## config.mk

```make
export PLATFORM = sky130hd
export DESIGN_NAME = pipe_stage_elastic
export DESIGN_NICKNAME = d
export VERILOG_FILES = /design/src/rtl/pipe_pkg.sv /design/src/rtl/sat_counter.sv /design/src/rtl/pipe_stage_elastic.sv
export SDC_FILE = /design/constraint.sdc
export NUM_CORES = 1
export LEC_CHECK = 0
export CAP_MARGIN = 10
export CELL_PAD_IN_SITES_DETAIL_PLACEMENT = 0
export CELL_PAD_IN_SITES_GLOBAL_PLACEMENT = 2
export CORE_MARGIN = 5
export CORE_UTILIZATION = 33
export DETAILED_ROUTE_END_ITERATION = 8
export GPL_TIMING_DRIVEN = 0
export PLACE_DENSITY_LB_ADDON = 0.08
export SYNTH_ARGS = -nofsm -noshare
export SYNTH_HDL_FRONTEND = slang
export SYNTH_SLANG_ARGS = --single-unit
```

## constraint.sdc

```tcl
create_clock -name clock -period 17 [get_ports clock]
set_clock_uncertainty 0.15 [all_clocks]
set_input_delay 4.25 -clock clock [delete_from_list [all_inputs] [get_ports clock]]
set_output_delay 4.25 -clock clock [all_outputs]
set_load 0.02 [all_outputs]
```

## src/rtl/pipe_pkg.sv

```systemverilog
// Shared definitions for the elastic pipeline stage: state codes, default field widths and
// the NOP control word.
package pipe_pkg;

    typedef logic [1:0] state_t;

    localparam state_t EMPTY    = 2'd0;
    localparam state_t FULL     = 2'd1;
    localparam state_t SKIDFULL = 2'd2;

    localparam int unsigned CTRL_W_DEF = 10;
    localparam int unsigned DATA_W_DEF = 133;

    localparam logic [CTRL_W_DEF-1:0] NOP_CTRL = '0;

endpackage

```

## src/rtl/sat_counter.sv

```systemverilog
// Saturating up-counter used for the stage's bubble/stall performance readout.
module sat_counter #(
    parameter int unsigned CNT_W = 16
) (
    input  logic             clock,
    input  logic             reset,
    input  logic             clear,
    input  logic             inc,
    output logic [CNT_W-1:0] count
);

    logic [CNT_W-1:0] count_q;

    always_ff @(posedge clock or posedge reset) begin
        if (reset) begin
            count_q <= '0;
        end else if (clear) begin
            count_q <= '0;
        end else if (inc && (count_q != '1)) begin
            count_q <= count_q + CNT_W'(1);
        end
    end

    assign count = count_q;

endmodule

```

## src/rtl/pipe_stage_elastic.sv

```systemverilog
// Elastic pipeline stage: valid/ready handshake, optional 2-entry skid buffer, flush, and
// saturating bubble/stall counters. Control is forced to NOP whenever the head is empty.
module pipe_stage_elastic
    import pipe_pkg::*;
#(
    parameter int unsigned CTRL_W = CTRL_W_DEF,
    parameter int unsigned DATA_W = DATA_W_DEF,
    parameter int unsigned SKID   = 1,
    parameter int unsigned CNT_W  = 16
) (
    input  logic              clock,
    input  logic              reset,
    input  logic              flush,
    input  logic              in_valid,
    output logic              in_ready,
    input  logic [CTRL_W-1:0] in_ctrl,
    input  logic [DATA_W-1:0] in_data,
    output logic              out_valid,
    input  logic              out_ready,
    output logic [CTRL_W-1:0] out_ctrl,
    output logic [DATA_W-1:0] out_data,
    output logic [1:0]        occupancy,
    output logic [CNT_W-1:0]  bubble_cnt,
    output logic [CNT_W-1:0]  stall_cnt
);

    state_t            state_q, state_d;
    logic [CTRL_W-1:0] main_ctrl_q, skid_ctrl_q;
    logic [DATA_W-1:0] main_data_q, skid_data_q;
    logic              in_xfer, out_xfer;
    logic              load_main_in, load_main_skid, load_skid;

    assign in_xfer  = in_valid & in_ready;
    assign out_xfer = out_valid & out_ready;

    always_ff @(posedge clock or posedge reset) begin
        if (reset) begin
            state_q <= EMPTY;
        end else begin
            state_q <= state_d;
        end
    end

    always_comb begin
        state_d = state_q;
        case (state_q)
            EMPTY:    if (in_xfer) state_d = FULL;
            FULL: begin
                if (out_xfer && !in_xfer) begin
                    state_d = EMPTY;
                end else if (in_xfer && !out_xfer) begin
                    state_d = SKIDFULL;
                end
            end
            SKIDFULL: if (out_xfer) state_d = FULL;
            default:  state_d = EMPTY;
        endcase
        if (flush) state_d = EMPTY;
    end

    always_comb begin
        out_valid = (state_q != EMPTY);
        case (state_q)
            FULL:     occupancy = 2'd1;
            SKIDFULL: occupancy = 2'd2;
            default:  occupancy = 2'd0;
        endcase
        // With the skid buffer, in_ready depends only on state so it can be registered upstream.
        if (SKID != 0) begin
            in_ready = (state_q != SKIDFULL) & ~flush & ~reset;
        end else begin
            in_ready = ((state_q == EMPTY) | out_ready) & ~flush & ~reset;
        end
        out_ctrl = (state_q != EMPTY) ? main_ctrl_q : CTRL_W'(NOP_CTRL);
        out_data = main_data_q;
    end

    // in_xfer is already gated by flush; only the skid-to-main move needs its own gate.
    assign load_main_in   = in_xfer & ((state_q == EMPTY) | ((state_q == FULL) & out_xfer));
    assign load_skid      = in_xfer & (state_q == FULL) & ~out_xfer;
    assign load_main_skid = out_xfer & (state_q == SKIDFULL) & ~flush;

    always_ff @(posedge clock or posedge reset) begin
        if (reset) begin
            main_ctrl_q <= '0;
            main_data_q <= '0;
            skid_ctrl_q <= '0;
            skid_data_q <= '0;
        end else begin
            if (load_main_in) begin
                main_ctrl_q <= in_ctrl;
                main_data_q <= in_data;
            end else if (load_main_skid) begin
                main_ctrl_q <= skid_ctrl_q;
                main_data_q <= skid_data_q;
            end
            if (load_skid) begin
                skid_ctrl_q <= in_ctrl;
                skid_data_q <= in_data;
            end
        end
    end

    sat_counter #(
        .CNT_W(CNT_W)
    ) u_bubble_cnt (
        .clock(clock),
        .reset(reset),
        .clear(1'b0),
        .inc  (~out_valid),
        .count(bubble_cnt)
    );

    sat_counter #(
        .CNT_W(CNT_W)
    ) u_stall_cnt (
        .clock(clock),
        .reset(reset),
        .clear(1'b0),
        .inc  (out_valid & ~out_ready),
        .count(stall_cnt)
    );

endmodule

```

==> results by stage, run 1 <==
Detailed routing:
- The count of nets left with antenna violations after detail routing is 0.
- The first-pass iteration count of the detailed router is 4.
- After detailed routing, the number of vias per cell comes to 4.92.
- The post-route DRC violation count is 0.
- Dividing the detail-routed wire length by the instance count gives 20.0 microns.
- The number of DRC markers in iteration 0 is between 300 and 400.
- Wires add up to 37500 microns.
- The number of vias in the routed layout is 9206.

Logic synthesis:
- Counting flops with an async set or reset pin after synthesis yields a share of 100%.
- sky130_fd_sc_hd__dfrtp_1 takes more of the synthesized area than any other cell.
- The compound-gate portion of the synthesized area is 18.4%.
- After synthesis the cells add up to 13200 sq um.
- In this run, synthesis produced a sequential element count of 320.
- The sequential area share after synthesis is 60.8%.
- When the netlist entered floorplanning its net count stood at 1103.
- After synthesis, the share of cell area in mux cells is 12.5%.
- After Yosys synthesis, and, or, nand and nor cells account for 4.03% of the synthesized area.
- The share of the synthesized area in the top cell type is 60.8%.
- The flip-flop cell with the highest count after synthesis is sky130_fd_sc_hd__dfrtp_1.
- The synthesized area per cell is 13.8 sq um.
- Sorting the synthesized cells by area gives the leading types as sky130_fd_sc_hd__dfrtp_1 61%, sky130_fd_sc_hd__mux2_2 12%, sky130_fd_sc_hd__a22o_1 9.5%, sky130_fd_sc_hd__a21o_1 8.2%, sky130_fd_sc_hd__buf_2 1.2%.
- Of the total synthesized cell area, the portion taken by full adders, half adders and majority gates is 0.190%.
- The number of synthesized flops with an enable pin is 0.
- The instance count of the mapped netlist is approximately 950.
- The Yosys step of the flow raised 0 warnings.
- After synthesis, the largest family of logic cells by area is compound AO/OA/AOI/OAI gates.
- The xor/xnor share of the synthesized area is 1.93%.
- The count of cell types in the netlist is 41.

Die:
- The height of the chip is roughly 210 microns.
- The chip width is 210 microns.
- The area enclosed by the die boundary is 44000 sq um.
- After floorplanning, the core was divided into 73 placement rows.
- The region available for standard cell placement spans 39600 sq um.
- The count of boundary I/O pins is approximately 330.
- The initial utilization of the core area, before any placement, comes to about a third.

Setup path:
- On the critical path the largest part of the delay comes from buffers and inverters.
- The maximum fanout along the worst path is 6.
- In this run the critical register-to-register path is launched from state_q[1].
- In this design, the critical path's most frequently occurring cell is sky130_fd_sc_hd__clkdlybuf4s50_1.
- The type of element launching the critical path is an input pin.
- The most critical setup path has its startpoint at flush.
- STA puts the critical path data arrival time at 5.73 ns.
- The critical path goes through clkdlybuf4s50_1 > nor3_1 > clkdlybuf4s50_1.
- The delay contributed by the slowest stage of the critical path is around 0.63 ns.
- Data on the critical path is required at its endpoint by 12.60 ns.
- On the critical path, the stage with the largest delay is an instance of sky130_fd_sc_hd__clkdlybuf4s50_1.
- The type of element capturing the critical path is an output port.
- The combined buffer and inverter count along the critical path is 2.
- The critical setup path kind is input pin to output port.

Global routing:
- The sum of overflow across all layers after global routing is 0.
- The via count of the first global-routing pass came to approximately 9600.
- The number of antenna violations at the first check in global routing is 6.
- The first global-routing pass estimated 58100 microns of wire.
- The global-route usage over all layers is 16.8%.
- The largest net degree at the start of global routing is 123.

Clock tree:
- The number of hold buffers added after CTS was 0.
- The longest clock path from root to sink contains 3 buffers.
- The CTS H-tree depth is 2.
- In this run, post-CTS repair resized a total of 0 instances.
- TritonCTS built the clock tree.
- Buffers added to address setup during post-CTS repair amount to 0.
- The clock tree root driver cell is sky130_fd_sc_hd__clkbuf_16.
- The clock net sink count is 320.
- After clock tree synthesis, the clock-pin slew on the worst setup and hold paths is about 0.06 ns.
- The clock latency on the worst-skew pair is between 0.5 and 0.6 ns.
- The TritonCTS buffer count is 37.

Worst hold path:
- The beginning of the worst hold path is main_ctrl_q[7].
- The class of the tightest hold or removal check is flop to flop.

STA:
- The number of failing hold endpoints at the final stage is 0.
- The measured slew at the worst slew-check pin is 0.875 ns.
- Setup repair after global routing left no endpoint under its margin.
- The minimum hold slack is 0.317 ns.
- The final-report max-slew violation count is 0.
- The top achievable clock speed is between 90 and 100 MHz.
- Counting I/O delays and the setup requirement, the final critical path takes just over 10 ns.
- Of the available clock period, the critical path in the final layout requires 59.6%.
- The number of setup violations in the final report is 0.
- The worst pin sits at a relative slew slack of 41.7%.

Power and ir drop:
- The share of total power dissipated in the clock network is roughly 34%.
- For this design the total switching power over the nets is roughly 0.00062 W.
- In this run the static leakage power is between 8 and 9 nW.
- The proportion of power drawn by flip-flops and latches is 43.8%.
- The internal power of the cells totals 0.00165 W.
- The share of total power dissipated in combinational logic is 21.9%.
- The power per unit of standard cell area is 124 nW/um^2.
- The switching part of the total power is 27.5%.
- The worst-case IR drop observed on VDD is 0.0871 mV.

Place:
- At the end of routability-driven placement, the weighted congestion stood at 0.724.
- Port buffering added 326 buffers.
- After legalization and detailed placement, the total HPWL measured about 26000 microns.

Job:
- The number of maximum-capacitance violations is 0.

Final layout:
- The total area of multi-input combinational cells is 4870 sq um.
- The final core utilization is 46.2%.
- The fraction of layout instances using a drive strength above 1 is 17.5%.
- In the final layout, flip-flops and latches occupy roughly 8000 sq um.
- The layout overhead on the synthesized area is 39.2%.
- The final layout contains 1470 nets.
- The count of fill cells added during filler insertion is 3676.

Status:
- The flow ran to the end, and the final reports show no timing, DRC or antenna violations.
-- power by group through the flow --
stage | registers (W) | logic [W] | clock network (W)
final | 0.000995 | 0.000497 | 0.000779
after global routing | 0.00101 | 0.000534 | 0.000840
after CTS | 0.000996 | 0.000507 | 0.000812
after detailed placement | 0.00101 | 0.000505 | 0
after global placement | 0.00101 | 0.000498 | 0
after floorplan | 0.00108 | 0.000168 | 0
-- sequential cells by signal (all words and copies together), names as in the netlist --
signal	flops
main_ctrl_q	10
out_data	133
skid_ctrl_q	10
skid_data_q	133
state_q	2
u_bubble_cnt.count	16
u_stall_cnt.count	16
-- synth_stat cells (4+ instances only) --
| cell | instances |
|---|---|
| sky130_fd_sc_hd__a21o_1 | 143 |
| sky130_fd_sc_hd__a22o_1 | 143 |
| sky130_fd_sc_hd__and2_1 | 12 |
| sky130_fd_sc_hd__and4_1 | 5 |
| sky130_fd_sc_hd__buf_1 | 5 |
| sky130_fd_sc_hd__buf_2 | 32 |
| sky130_fd_sc_hd__clkbuf_1 | 28 |
| sky130_fd_sc_hd__dfrtp_1 | 320 |
| sky130_fd_sc_hd__mux2_2 | 145 |
| sky130_fd_sc_hd__nand2_1 | 10 |
| sky130_fd_sc_hd__nand3_1 | 11 |
| sky130_fd_sc_hd__nand4_1 | 13 |
| sky130_fd_sc_hd__nor2_1 | 8 |
| sky130_fd_sc_hd__nor3_1 | 11 |
| sky130_fd_sc_hd__nor4_1 | 4 |
| sky130_fd_sc_hd__xnor2_1 | 13 |
| sky130_fd_sc_hd__xor2_1 | 16 |
-- metal layers --
| metal | vias up | share of wire, % | track usage, % |
|---|---|---|---|
| met2 | 226 | 46 | 26.3 |
| met3 | 48 | 8.6 | 6.35 |
| li1 | 4299 | - | - |
| met5 | - | 0.18 | 0 |
| met1 | 4623 | 44 | 22.1 |
| met4 | 10 | 1.6 | 4.28 |
-- kinds of logic after synthesis --
| logic type | Yosys count |
|---|---|
| compound gates | 299 |
| xor+xnor | 29 |
| fa+ha+maj | 2 |
| buf+inv | 67 |
| flops | 320 |
| mux | 146 |
| simple gates | 90 |
-- metrics by stage --
step           power, W  setup TNS, ns  setup WS, ns  area, sq um  std cells
2_1_floorplan   0.00125              0          3.73        13200        953
3_3_place_gp    0.00150        -378.29         -1.21        17100       1804
3_5_place_dp    0.00151              0          6.89        17200       1806
4_1_cts         0.00231              0          6.88        18300       1871
5_1_grt         0.00239              0          6.79        18300       1871
6_report        0.00227              0          6.87        18300       1873
-- final cells by class --
type,count,share of cell area (%)
multi-input combinational,566,26.6
antenna,2,0.0273
sequential,320,43.7
clock buffer,55,5.69
buffer,65,1.55
inverter,2,0.0819
tap,525,3.58
timing repair buffer,328,18.1
clock inverter,10,0.683
-- final timing paths --
path                                         end  slack (ns)  depth (start not counted)
max reg2reg                         out_data[13]       14.33                          6
max                                     in_ready        6.87                          3
max in group asynchronous        skid_data_q[14]       11.28                          3
min reg2reg                       main_ctrl_q[7]        0.32                          1
min                               main_ctrl_q[7]        0.32                          1
min in group asynchronous  u_bubble_cnt.count[7]        4.26                          2
-- placed cells by master (no fill, tap or decap), types with 2 or more instances in the layout --
cell type                           n
sky130_fd_sc_hd__clkdlybuf4s50_1  326
sky130_fd_sc_hd__dfrtp_1          320
sky130_fd_sc_hd__mux2_2           145
sky130_fd_sc_hd__a22o_1           143
sky130_fd_sc_hd__a21o_1           143
sky130_fd_sc_hd__clkbuf_1          41
sky130_fd_sc_hd__clkbuf_16         37
sky130_fd_sc_hd__buf_2             32
sky130_fd_sc_hd__xor2_1            16
sky130_fd_sc_hd__nand4_1           13
sky130_fd_sc_hd__xnor2_1           13
sky130_fd_sc_hd__and2_1            12
sky130_fd_sc_hd__nor3_1            11
sky130_fd_sc_hd__nand3_1           11
sky130_fd_sc_hd__nand2_1           10
sky130_fd_sc_hd__nor2_1             8
sky130_fd_sc_hd__clkinv_2           7
sky130_fd_sc_hd__and4_1             5
sky130_fd_sc_hd__buf_1              5
sky130_fd_sc_hd__clkbuf_8           5
sky130_fd_sc_hd__nor4_1             4
sky130_fd_sc_hd__nor2b_1            3
sky130_fd_sc_hd__and3_1             3
sky130_fd_sc_hd__bufinv_16          3
sky130_fd_sc_hd__diode_2            2
sky130_fd_sc_hd__nand2b_1           2
sky130_fd_sc_hd__o21ai_0            2
sky130_fd_sc_hd__a21oi_1            2
sky130_fd_sc_hd__o211ai_1           2
sky130_fd_sc_hd__ha_1               2
sky130_fd_sc_hd__buf_16             2
Power figures use the tool's default switching activity.
==> inputs of run 2 (changes only) <==
Clock period 17 ns to 9.9 ns, I/O delays scaled along.
==> results by stage, run 2 (synthesis gave the netlist of run 1 again) <==
Final layout:
- In the final layout, flip-flops and latches occupy between 8000 and 9000 sq um.
- The total area of multi-input combinational cells is between 4000 and 5000 sq um.
- The summed area of non-filler cells in the final layout is 18500 sq um.
- The fraction of layout instances using a drive strength above 1 is 18.4%.
- Cells fill 46.8% of the core in the end.
- The net total in the final layout is 1479.
- The top cell types in the final layout, fill and taps aside, are 326 x sky130_fd_sc_hd__clkdlybuf4s50_1, 320 x sky130_fd_sc_hd__dfrtp_1, 145 x sky130_fd_sc_hd__mux2_2, 143 x sky130_fd_sc_hd__a22o_1, 143 x sky130_fd_sc_hd__a21o_1.
- Leaving out fill and tap cells, the most frequent cell in the layout is sky130_fd_sc_hd__clkdlybuf4s50_1.
- Compared with the post-synthesis result, the final layout area differs by 40.8%.
- The count of fill cells added during filler insertion is 3692.

Status:
- The run finished with clean final reports.

Clock tree:
- The clock latency on the worst-skew pair is 0.54 ns.
- The longest clock path from root to sink contains 3 buffers.
- The clock transition time at the flip-flop clock pins of the worst setup and hold paths is roughly 0.060 ns.
- After clock tree synthesis, the setup repair step added 0 buffers.
- TritonCTS created 38 clock buffers.
- The hold buffer count at CTS is 0.
- The clock net sink count is 320.
- The TritonCTS clock tree is built.
- The H-tree was split into 2 levels.
- The number of gates resized after CTS was 0.
- CTS placed an instance of sky130_fd_sc_hd__clkbuf_16 at the clock tree root.

Detailed routing:
- The number of vias in the routed layout is 9250.
- Dividing the detail-routed wire length by the instance count gives 20.1 microns.
- The final wirelength is about 38000 microns.
- The count of nets left with antenna violations after detail routing is 0.
- In the routed layout, each cell is associated on average with a via count of 4.91.
- The post-route DRC violation count is 0.
- Before antenna repair, the detailed router went through 4 iterations.
- In this run, the number of DRC markers left after iteration 0 of detailed routing was 360.

Global routing:
- The first global-routing pass estimated 58700 microns of wire.
- The number of antenna violations at the first check in global routing is 8.
- The global routing met2 resource utilization is a little over a quarter.
- The via count of the first global-routing pass came to 9687.
- The largest net degree at the start of global routing is 40.
- The global routing usage on met3 is 5.68%.
- The global-route usage over all layers is between 10% and 20%.
- The most used routing layer is met2.
- The met1 usage in global routing is between 20% and 30%.
- The total overflow left after global routing is 0.

STA:
- The number of failing hold endpoints at the final stage is 0.
- The final-report max-slew violation count was 0.
- The measured slew at the worst slew-check pin is 0.911 ns.
- Measured against its own limit, the worst slew margin works out to 38.8%.
- Based on the critical path, the design can be clocked at up to approximately 150 MHz.
- The portion of the clock cycle consumed by the worst path in the final layout is 66.3%.
- The worst path in the final design needs a cycle of around 6.6 ns, including I/O delays and setup.
- The number of setup violations in the final report is 0.
- Setup repair after global routing left no endpoint under its margin.

Place:
- The final RePlAce weighted congestion is a little over 0.7.
- The cell area after placement is 17300 sq um.
- The half-perimeter wire length after detailed placement is 26900 microns.
- The number of buffers inserted by port buffering is 326.

Setup path:
- The critical setup path kind is input pin to output port.
- At the worst endpoint, the arrival time is 3.94 ns.
- The type of element launching the critical path is an input pin.
- The worst setup path is captured at an output port.
- The launch point of the critical path is flush.
- In this run the critical register-to-register path is launched from state_q[1].
- The maximum fanout along the worst path is 6.
- For the worst setup path, the data required time is approximately 7.3 ns.

Power and ir drop:
- The largest vdd supply drop is approximately 0.12 mV.
- The analysis attributes to cell leakage a power of 9.01 nW.
- The power per unit of standard cell area is 213 nW/um^2.

Die:
- The chip width is 210 microns.
- The area enclosed by the die boundary is 44000 sq um.
- The initial core utilization is 33.2%.
- The count of boundary I/O pins is 327.
- The floorplan step set the die height to approximately 210 microns.
- The number of core rows is 73.
- The total core area is 39600 sq um.

Job:
- The number of maximum-capacitance violations is 0.

Worst hold path:
- The class of the tightest hold or removal check is flop to flop.
- The beginning of the worst hold path is main_ctrl_q[0].
run 2: power by group:
group | switching [W] | leakage [nW] | internal, W | total [W]
registers | 0.000152 | 4.10 | 0.00156 | 0.00171
logic | 0.000390 | 4.28 | 0.000468 | 0.000859
clock network | 0.000548 | 0.623 | 0.000843 | 0.00139
total | 0.00109 | 9.01 | 0.00287 | 0.00396
run 2: final timing paths:
check,slack (ns),cells past startpoint,endpoint
max reg2reg,7.17,6,out_data[65]
min in group asynchronous,2.41,2,skid_data_q[52]
min reg2reg,0.32,1,main_ctrl_q[0]
max in group asynchronous,5.88,6,out_data[94]
max,3.33,3,in_ready
min,0.32,1,main_ctrl_q[0]
run 2: worst max-delay path, stage by stage:
cell,delay [ns]
sky130_fd_sc_hd__clkdlybuf4s50_1,0.58
sky130_fd_sc_hd__nor3_1,0.25
sky130_fd_sc_hd__clkdlybuf4s50_1,0.63
run 2: final cells by class:
class,count,area share (%)
inverter,2,0.0607
clock inverter,13,0.621
antenna,3,0.0405
buffer,65,1.53
timing repair buffer,336,18.7
tap,525,3.54
clock buffer,55,6.09
sequential,320,43.2
multi-input combinational,566,26.3
run 2: per-layer routing:
layer	vias to the layer above	part of all wire, %
met1	4650	45
met5	-	0.22
met2	229	45
met3	59	7.3
li1	4300	-
met4	12	2.2
run 2: stage by stage:
| step | setup TNS [ns] | hold WS [ns] | worst slack [ns] | power (W) | instances |
|---|---|---|---|---|---|
| finish | 0 | 0.319 | 3.33 | 0.00396 | 1885 |
| global route | 0 | 0.334 | 3.33 | 0.00417 | 1883 |
| CTS | 0 | 0.324 | 3.35 | 0.00403 | 1882 |
| detailed placement | 0 | 0.311 | 3.35 | 0.00261 | 1814 |
| global placement | -1.30 | 0.301 | -1.30 | 0.00258 | 1804 |
| floorplan | 0 | 0.291 | 2.01 | 0.00215 | 953 |
==> inputs of run 3 (changes only) <==
Clock period 9.9 ns to 6.1 ns, I/O delays scaled along.
==> results by stage, run 3 (synthesis gave the netlist of run 1 again) <==
Status:
- The flow ran to the end, and the final reports show no timing, DRC or antenna violations.

Setup path:
- The worst setup path is captured at an output port.
- The type of element launching the critical path is an input pin.
- By instance count, the cell type seen most on the critical path is sky130_fd_sc_hd__clkdlybuf4s50_1.
- The signal on the critical path passes through clkdlybuf4s50_1 > nor3_1 > clkdlybuf4s50_1.
- The critical setup path kind is input pin to output port.
- For this run, the slowest stage of the critical path takes 0.63 ns.
- Data on the critical path arrives at its endpoint at slightly below 3 ns.
- Data on the critical path is required at its endpoint by approximately 4.4 ns.
- The maximum fanout along the worst path is 6.
- The slowest stage cell on the critical path is sky130_fd_sc_hd__clkdlybuf4s50_1.
- On the critical path the largest part of the delay comes from buffers and inverters.
- The combined buffer and inverter count along the critical path is 2.

Die:
- The count of boundary I/O pins is roughly 330.
- The chip width is 210 microns.
- The area enclosed by the die boundary is 44000 sq um.
- The initial utilization of the core area, before any placement, comes to about a third.
- The total area inside the core boundary comes to 39600 sq um.
- The height of the chip is 210 microns.
- In this run the core area contains 73 standard-cell rows.

Clock tree:
- The TritonCTS clock tree is built.
- The TritonCTS buffer count is 37.
- Clock latency on the worst-skew pair, taken at its later pin, is about 0.53 ns.
- Buffers inserted to repair hold after CTS numbered 0.
- Post-CTS timing repair inserted 0 buffers for setup.
- In this run the number of H-tree levels came out at 2.
- The clock net sink count is 320.
- The total of cells resized after clock tree synthesis is 0.
- The clock transition time at the flip-flop clock pins of the worst setup and hold paths is 0.06 ns.
- The clock tree root driver cell is sky130_fd_sc_hd__clkbuf_16.
- The maximum buffer depth of the clock tree is 3.

Power and ir drop:
- Across the VDD grid, the largest voltage drop is around 0.23 mV.
- The power per unit of standard cell area is 341 nW/um^2.
- The leakage dissipation is 8.93 nW.

Global routing:
- Entering global routing, the biggest net connects 39 pins.
- The sum of overflow across all layers after global routing is 0.
- The first global-routing pass estimated 58400 microns of wire.
- The via count of the first global-routing pass came to 9755.
- The number of antenna violations at the first check in global routing is 5.
- Across every metal layer, demand over resource in global routing totals between 15 and 20%.

Final layout:
- The fraction of layout instances using a drive strength above 1 is about 18%.
- In the layout the commonest cells are 326 x sky130_fd_sc_hd__clkdlybuf4s50_1, 320 x sky130_fd_sc_hd__dfrtp_1, 145 x sky130_fd_sc_hd__mux2_2, 143 x sky130_fd_sc_hd__a22o_1, 143 x sky130_fd_sc_hd__a21o_1.
- The final core utilization is 46.4%.
- The layout overhead on the synthesized area is 39.8%.
- Once layout is done, the placed cells without fillers occupy 18400 sq um.
- The net total in the final layout is between 1000 and 1500.
- The commonest non-fill, non-tap cell in the layout is sky130_fd_sc_hd__clkdlybuf4s50_1.

Worst hold path:
- The tightest min-delay check is of the flop to flop type.

STA:
- The shortest period the worst path allows is ~4.6 ns.
- The number of failing hold endpoints at the final stage is 0.
- For this run, the top clock speed supported by timing is roughly 220 MHz.
- The number of setup violations in the final report is 0.
- Setup repair after global routing left no endpoint under its margin.
- The final-report max-slew violation count is 0.
- The normalized max-slew margin is 32.6%.
- In the finished design, the share of the clock period the worst path needs comes to between 70% and 80%.
- The measured slew at the worst slew-check pin is 1.00 ns.

Place:
- The half-perimeter wire length after detailed placement is 26800 microns.
- The cell area after placement is 17300 sq um.
- At the end of routability-driven placement, the weighted congestion stood at 0.733.
- Input and output buffers added on the ports amount to ~330.

Detailed routing:
- The final wirelength is about 38000 microns.
- Routed signal wires occupy layers up through met5.
- The routed design uses 2800 microns of met3 wire.
- After detailed routing, the number of remaining DRC violations is 0.
- The routed layout has 9272 vias.
- Dividing the detail-routed wire length by the instance count gives 20.1 microns.
- The detailed router put a total of 16500 microns of wire on met1.
- After detailed routing, the number of vias per cell comes to 4.95.
- For this block, the initial DRC count from the detailed router was 372.
- The count of nets left with antenna violations after detail routing is 0.
- Detailed routing placed a total of between 15000 and 20000 microns of wire on met2.
- The first-pass iteration count of the detailed router is 4.

Job:
- The tool flagged a number of max-cap violations equal to 0.
-- run 3: cell count changes in the layout (fill, tap and decap cells not counted) --
cell,delta
sky130_fd_sc_hd__clkinv_2,-9
sky130_fd_sc_hd__clkbuf_1,+3
sky130_fd_sc_hd__bufinv_16,-2
sky130_fd_sc_hd__clkbuf_16,-2
sky130_fd_sc_hd__clkbuf_8,+2
sky130_fd_sc_hd__diode_2,-2
sky130_fd_sc_hd__buf_12,-1
sky130_fd_sc_hd__inv_6,+1
-- run 3: path summary, 6_finish.rpt --
path,cells past startpoint,start,slack (ns),endpoint
min reg2reg,1,main_ctrl_q[6],0.31,main_ctrl_q[6]
max reg2reg,6,state_q[1],3.24,out_data[62]
max in group asynchronous,5,reset,3.10,skid_data_q[88]
max,3,flush,1.46,in_ready
min in group asynchronous,2,reset,1.51,out_data[52]
min,1,main_ctrl_q[6],0.31,main_ctrl_q[6]
-- run 3: layout make-up --
type / instances / area, sq um
inverters: 2 / 11.3
plain buffers: 65 / 284
repair buffers: 335 / 3440
fillers: 3660 / 21200
multi-input cells: 566 / 4870
flip-flops and latches: 320 / 8010
diodes: 1 / 2.50
clock inverters: 3 / 18.8
clock buffers: 58 / 1120
well taps: 525 / 657
-- run 3: metal layers --
metal	up-vias	global-route usage, %
li1	4296	-
met1	4675	22.1
met2	234	26.9
met3	59	5.70
met4	8	4.59
met5	-	0
-- run 3: per-stage QoR --
step	hold WS (ns)	setup TNS [ns]	setup WS (ns)	cells	total power, W
2_1_floorplan	0.291	-0.844	-0.844	953	0.00348
3_3_place_gp	0.300	-851.45	-4.10	1804	0.00419
3_5_place_dp	0.308	0	1.41	1813	0.00423
4_1_cts	0.321	0	1.43	1874	0.00639
5_1_grt	0.339	0	1.39	1874	0.00661
6_report	0.314	0	1.46	1875	0.00628
-- run 3: where the power goes --
group | leakage, nW | total, W | switching, W | internal (W)
logic | 4.27 | 0.00139 | 0.000632 | 0.000759
clock network | 0.557 | 0.00211 | 0.000860 | 0.00125
registers | 4.10 | 0.00278 | 0.000249 | 0.00253
-- run 3: worst reg2reg max path, cell delays in order, from the launching register on --
cell,delay [ns]
sky130_fd_sc_hd__dfrtp_1,0.35
sky130_fd_sc_hd__buf_2,0.18
sky130_fd_sc_hd__nor4_4,0.90
sky130_fd_sc_hd__clkbuf_1,0.58
sky130_fd_sc_hd__buf_2,0.37
sky130_fd_sc_hd__a22o_1,0.20
sky130_fd_sc_hd__a21o_1,0.09
